File: config.mk
export PLATFORM = sky130hd
export DESIGN_NAME = bus_bridge_initiator_uart_link
export DESIGN_NICKNAME = d
export VERILOG_FILES = /design/src/rtl/bus_bridge_initiator_uart_link.sv
export SDC_FILE = /design/constraint.sdc
export NUM_CORES = 1
export LEC_CHECK = 0
export ABC_AREA = 1
export BUFFER_PORTS_ARGS = -buffer_cell sky130_fd_sc_hd__buf_2
export CORE_UTILIZATION = 54
export CTS_CLUSTER_SIZE = 8
export DETAILED_ROUTE_END_ITERATION = 8
export GPL_ROUTABILITY_DRIVEN = 0
export PLACE_DENSITY = 0.9
export SLEW_MARGIN = 25
export SYNTH_ARGS = -nofsm -noshare
export SYNTH_HDL_FRONTEND = slang
export SYNTH_SLANG_ARGS = --single-unit
File: constraint.sdc
create_clock -name clk -period 2.4 [get_ports clk]
set_clock_uncertainty 0.2 [all_clocks]
set_input_delay 0.12 -clock clk [delete_from_list [all_inputs] [get_ports clk]]
set_output_delay 0.12 -clock clk [all_outputs]
set_load 0.01 [all_outputs]
File: src/rtl/bus_bridge_initiator_uart_link.sv
// Bus-B side UART link: reassembles 4-byte request frames from the UART
// receiver into a parallel request, and serialises 2-byte responses back
// out through the UART transmitter.
module bus_bridge_initiator_uart_link #(
  parameter int unsigned FRAME_TIMEOUT_CYCLES = 100000
) (
  input  logic        clk,
  input  logic        rst_n,
  input  logic        uart_rx_ready,
  input  logic [7:0]  uart_rx_data,
  output logic        uart_ready_clr,
  output logic [7:0]  uart_tx_data,
  output logic        uart_wr_en,
  input  logic        uart_tx_busy,
  output logic        req_valid,
  input  logic        req_ready,
  output logic [15:0] req_addr,
  output logic [7:0]  req_wdata,
  output logic        req_is_write,
  input  logic        resp_valid,
  output logic        resp_ready,
  input  logic [7:0]  resp_rdata,
  input  logic        resp_is_write,
  output logic        err_timeout,
  output logic        err_overrun
);

  localparam int unsigned     CNT_W    = $clog2(FRAME_TIMEOUT_CYCLES + 1);
  localparam logic [CNT_W-1:0] CNT_LAST = CNT_W'(FRAME_TIMEOUT_CYCLES - 1);

  typedef enum logic [2:0] {
    RX_ADDR_L, RX_ADDR_H, RX_DATA, RX_FLAGS, RX_HOLD
  } rx_state_t;

  typedef enum logic [2:0] {
    TX_IDLE, TX_SEND_DATA, TX_WAIT_DATA, TX_SEND_FLAGS, TX_WAIT_FLAGS
  } tx_state_t;

  rx_state_t        rx_state, rx_next;
  tx_state_t        tx_state, tx_next;
  logic             rx_q;
  logic             byte_det;
  logic             rx_counting;
  logic             to_fire;
  logic [CNT_W-1:0] to_cnt;
  logic             busy_d;
  logic             tx_done;
  logic             resp_fire;
  logic             wr_en_d;
  logic [7:0]       tx_byte_d;
  logic [7:0]       rdata_q;
  logic             is_write_q;

  assign byte_det = uart_rx_ready && !rx_q;

  always_ff @(posedge clk) begin
    if (!rst_n) begin
      rx_q           <= 1'b0;
      uart_ready_clr <= 1'b0;
      busy_d         <= 1'b0;
    end else begin
      rx_q           <= uart_rx_ready;
      uart_ready_clr <= byte_det;
      busy_d         <= uart_tx_busy;
    end
  end

  always_ff @(posedge clk) begin
    if (!rst_n) rx_state <= RX_ADDR_L;
    else        rx_state <= rx_next;
  end

  always_comb begin
    rx_next = rx_state;
    case (rx_state)
      RX_ADDR_L: if (byte_det) rx_next = RX_ADDR_H;
      RX_ADDR_H: if (byte_det) rx_next = RX_DATA;  else if (to_fire) rx_next = RX_ADDR_L;
      RX_DATA:   if (byte_det) rx_next = RX_FLAGS; else if (to_fire) rx_next = RX_ADDR_L;
      RX_FLAGS:  if (byte_det) rx_next = RX_HOLD;  else if (to_fire) rx_next = RX_ADDR_L;
      RX_HOLD:   if (req_ready) rx_next = RX_ADDR_L;
      default:   rx_next = RX_ADDR_L;
    endcase
  end

  always_comb begin
    req_valid   = (rx_state == RX_HOLD);
    rx_counting = (rx_state == RX_ADDR_H) || (rx_state == RX_DATA) || (rx_state == RX_FLAGS);
    to_fire     = rx_counting && !byte_det && (to_cnt == CNT_LAST);
  end

  always_ff @(posedge clk) begin
    if (!rst_n) begin
      to_cnt       <= '0;
      req_addr     <= '0;
      req_wdata    <= '0;
      req_is_write <= 1'b0;
      err_timeout  <= 1'b0;
      err_overrun  <= 1'b0;
    end else begin
      if (byte_det || to_fire)                 to_cnt <= '0;
      else if (rx_counting && to_cnt != '1)    to_cnt <= to_cnt + 1'b1;
      if (byte_det) begin
        case (rx_state)
          RX_ADDR_L: req_addr[7:0]  <= uart_rx_data;
          RX_ADDR_H: req_addr[15:8] <= uart_rx_data;
          RX_DATA:   req_wdata      <= uart_rx_data;
          RX_FLAGS:  req_is_write   <= uart_rx_data[0];
          default:   err_overrun    <= 1'b1;
        endcase
      end
      if (to_fire) err_timeout <= 1'b1;
    end
  end

  // resp_ready is registered from tx_next so it stays low through reset
  always_ff @(posedge clk) begin
    if (!rst_n) begin
      tx_state   <= TX_IDLE;
      resp_ready <= 1'b0;
    end else begin
      tx_state   <= tx_next;
      resp_ready <= (tx_next == TX_IDLE);
    end
  end

  always_comb begin
    tx_next = tx_state;
    case (tx_state)
      TX_IDLE:       if (resp_fire)     tx_next = TX_SEND_DATA;
      TX_SEND_DATA:  if (!uart_tx_busy) tx_next = TX_WAIT_DATA;
      TX_WAIT_DATA:  if (tx_done)       tx_next = TX_SEND_FLAGS;
      TX_SEND_FLAGS: if (!uart_tx_busy) tx_next = TX_WAIT_FLAGS;
      TX_WAIT_FLAGS: if (tx_done)       tx_next = TX_IDLE;
      default:       tx_next = TX_IDLE;
    endcase
  end

  always_comb begin
    resp_fire = resp_valid && resp_ready;
    tx_done   = busy_d && !uart_tx_busy;
    wr_en_d   = ((tx_state == TX_SEND_DATA) || (tx_state == TX_SEND_FLAGS)) && !uart_tx_busy;
    tx_byte_d = (tx_state == TX_SEND_DATA) ? rdata_q : {7'b0, is_write_q};
  end

  always_ff @(posedge clk) begin
    if (!rst_n) begin
      rdata_q      <= '0;
      is_write_q   <= 1'b0;
      uart_wr_en   <= 1'b0;
      uart_tx_data <= '0;
    end else begin
      if (tx_state == TX_IDLE && resp_fire) begin
        rdata_q    <= resp_rdata;
        is_write_q <= resp_is_write;
      end
      uart_wr_en <= wr_en_d;
      if (wr_en_d) uart_tx_data <= tx_byte_d;
    end
  end

endmodule

==> summary.md <==
The run finished with clean final reports. The clock period could shrink to 2.25 ns. Clock sink total: 72.

In this run the power spent charging and discharging nets is 0.627 mW. The final critical path takes up 93.8% of the cycle. The number of DRC markers after the initial detailed-route iteration was 138; the starting density of the core was 57.8%. After the last flow step, the layout net total stands at 531. Across every metal layer, demand over resource in global routing totals 27.3%. The endpoint identified for the worst register-to-register timing path is to_cnt[9]. The reported max-cap violation count is 0.

Counting stages on the worst path, the most repeated cell is nand2_1. The root buffer selected by CTS was clkbuf_8. Source of the worst register-to-register timing path: to_cnt[0]. Setup violations remaining at the end of the flow were counted as 0. Data on the critical path is required at its endpoint by 2.45 ns. Summed over all nets, wire length on met3 after detailed routing comes to 541 um. After detailed routing, the average wire length per cell comes to 13.6 um. Of the cells placed in the final design, the portion with a size suffix greater than 1 is 22.6%. Setup repair after global routing left no endpoint under its margin. The signal on the critical path passes through ha_1 -> nand2_1 -> nand3b_4 -> nor4_2 -> ha_1 -> inv_1 -> nand2_4 -> nor2_4 -> inv_2 -> nor2_2 -> nand2_1 -> nand2_1 -> nand2_1 -> nor2_1. Synthesis produced 412 cells.

Of the total power, combinational logic draws 11.3%. The largest single stage delay on the critical path is 0.40 ns. The tools report the synthesized netlist net count as 437. At the worst endpoint, the arrival time is 2.30 ns. The cell at the slowest stage of the critical path was dfxtp_1. The filler cells instantiated in the layout total 362. The logs give 2.59 mW for the total power and 5 for the iteration count of the initial detailed-routing pass. For the number of global-route vias before repair, the log shows 2891. Summed over all cells, the static leakage comes to 1.73 nW. The internal cell power is 1.96 mW. The H-tree depth is 3. Compared with the post-synthesis result, the final layout area differs by 27.8%. The tools report the total number of vias as 3107.

The floorplan has 26 rows. Counting cells, the worst reg-to-reg path comes to 14. The first global-routing pass estimated 12700 um of wire. In this run the vertical extent of the chip is 76.9 um. The netlist uses 34 different library cells.

After legalization and detailed placement, the total HPWL measured 4790 um. The number of inserted diodes came out at 0. Sequential cells account for 49.3% of the total power.

The number of clock buffers added by TritonCTS is 9. After detailed routing, the wire length on met1 is 3080 um. Total length of routed wires: 7900 um. The class of the tightest hold or removal check was input port to register.

The maximum net fanout on the critical path came out at 5. Derived from the worst setup path, the maximum achievable clock frequency is 0.444 GHz. The run gives 39.5% as the clock share of power.

Of the total power, the share spent switching nets is 24.2%. In the routed layout, each cell is associated on average with a via count of 5.37. The worst relative slew slack is 67.6%, and the total die area is 0.00591 sq mm. Summed over all failing endpoints, the final setup total negative slack is 0 ns. For this run, the share of the core covered by cells in the final layout is 73.8%.

For this run, design rule violations remaining after detail routing come to 0. The clock-pin transition on the worst setup and hold timing paths is 0.07 ns. The core outline area came out at 0.00524 sq mm. For the number of buffers on the longest clock path, the log shows 2. The I/O pin count is 62, and the largest net degree at the start of global routing is 41. The logs give 0 for the number of endpoints with negative hold slack in the final report and 3970 um for the wire length on met2. The tools report the antenna violation net count after detailed routing as 0. In this run the worst setup path begins at to_cnt[0].

The clock latency of the later-clocked register in the worst-skew pair came out at 0.35 ns. TritonCTS built the clock tree. VDD sags by at most 0.677 mV. The classification of the worst setup path was register to register. The die boundary width is 76.9 um. Power density of the placed cells: 670 mW/mm^2.

The nature of the critical path startpoint was a register. Last element of the critical path: to_cnt[9]. The tools report the number of antenna violations at the first check in global routing as 0. The type of destination of the critical path is a register. The post-synthesis sequential element count was 72; the final number of max-transition violations was 0. Yosys printed 0 warnings. After global routing the overflow that remains totals 0. The cell area that synthesis handed to floorplanning was 0.00303 sq mm. The slew of the pin with the lowest slew margin works out to 0.485 ns. The synthesized area per cell came out at 7.34 sq um.

For this run, the register share of the synthesized area comes to 47.6%. After detailed routing, no signal wire sits above met4. The count of buffers inserted at the top-level ports is 61. In this run the register-to-register setup slack is 0.15 ns.
[cells in the mapped netlist (all sizes together)]
cell | n | area [sq um]
nand3b | 1 | 20.0
or2 | 3 | 18.8
buf | 3 | 27.5
clkinv | 2 | 8.75
a31oi | 1 | 6.26
nand2 | 81 | 314
inv | 44 | 165
nor4 | 2 | 12.5
a22o | 1 | 8.76
nand3 | 13 | 80.1
ha | 2 | 25.0
o21ai | 39 | 195
a211oi | 1 | 12.5
a21oi | 22 | 140
nor2 | 103 | 422
nand4 | 5 | 31.3
nor3 | 9 | 50.1
o221ai | 1 | 8.76
dfxtp | 72 | 1440
xnor2 | 1 | 8.76
xor2 | 1 | 8.76
clkbuf | 5 | 20.0
[state kept, by name, summed over array words and instances (netlist names), 3 cells and up]
signal / count
rx_state: 3
uart_tx_data: 8
rdata_q: 8
req_addr: 16
tx_state: 3
req_wdata: 8
to_cnt: 17
[metal layers]
metal / vias up / track usage, %
li1: 1494 / -
met1: 1427 / 30.0
met2: 146 / 45.8
met3: 40 / 7.98
met4: 0 / 17.9
met5: - / 0
[power by group through the flow]
stage / combinational, mW / sequential [mW] / clock [mW]
4_1_cts: 0.265 / 1.27 / 1.03
6_report: 0.292 / 1.28 / 1.02
3_5_place_dp: 0.236 / 1.30 / 0
5_1_grt: 0.325 / 1.28 / 1.09
2_1_floorplan: 0.146 / 1.31 / 0
3_3_place_gp: 0.228 / 1.30 / 0
[worst min-delay path by stage]
stage	start	end	slack (ns)	cells past startpoint
floorplan	uart_tx_busy	busy_d	0.01	2
detailed placement	uart_rx_ready	rx_q	0.15	3
global route	rdata_q[3]	uart_tx_data[3]	0.28	2
finish	resp_valid	rdata_q[3]	0.21	4
global placement	uart_rx_ready	rx_q	0.15	3
CTS	resp_valid	rdata_q[3]	0.20	4
[cells in the final DEF (no fill, tap or decap), types with 2 or more instances in the layout]
cell,netlist,final
inv_2,7,7
o21ai_0,38,38
dlygate4sd3_1,0,21
clkbuf_8,0,10
nor2_1,97,97
nor3_1,8,8
or2_0,3,3
bufinv_16,0,2
nand3_2,3,3
nand2_2,1,2
dfxtp_1,72,72
inv_1,37,37
ha_1,2,2
buf_2,1,61
clkinv_2,1,3
nor2_4,4,4
a21oi_1,14,14
nand2_1,79,79
nand4_1,5,5
buf_4,0,8
a21oi_2,8,8
nor2_2,2,2
nand3_1,10,10
[final cells by class]
type,count,area [sq um],area share (%)
flip-flops and latches,72,1440,37.3
multi-input cells,287,1380,35.7
repair buffers,90,576,14.9
inverters,46,174,4.50
clock buffers,10,138,3.56
well taps,70,87.6,2.26
clock inverters,4,70.1,1.81
[through the flow]
stage | hold WS, ns | area (sq um) | setup slack [ns] | cells
6_report | 0.207 | 3870 | 0.148 | 579
5_1_grt | 0.284 | 3870 | 0.00846 | 579
4_1_cts | 0.200 | 3800 | 0.107 | 572
3_5_place_dp | 0.152 | 3390 | 0.122 | 537
3_3_place_gp | 0.149 | 3390 | 0.213 | 537
2_1_floorplan | 0.0135 | 3030 | 0.308 | 412
[repair_timing]
action | in CTS | in global routing
setup endpoints to repair | 0 | 11
setup buffers | 0 | 6
hold endpoints to repair | 45 | 0
resized for setup | 0 | 2
hold buffers | 21 | 0
[worst max-delay path, delay by kind of cell (launching register included)]
kind | cells | cell delay (ns)
fa+ha+maj | 2 | 0.39
buf+inv | 2 | 0.16
flops | 1 | 0.40
simple gates | 10 | 1.00
[cells by family after synthesis]
group,Yosys count,share of synthesized area [%]
AO/OA/AOI/OAI,65,12.3
XOR/XNOR,2,0.579
adder cells (fa/ha/maj),2,0.827
buffers and inverters,54,7.32
flip-flops,72,47.6
AND/OR/NAND/NOR,217,31.3
Note: power is estimated with default switching activity, not from simulation.
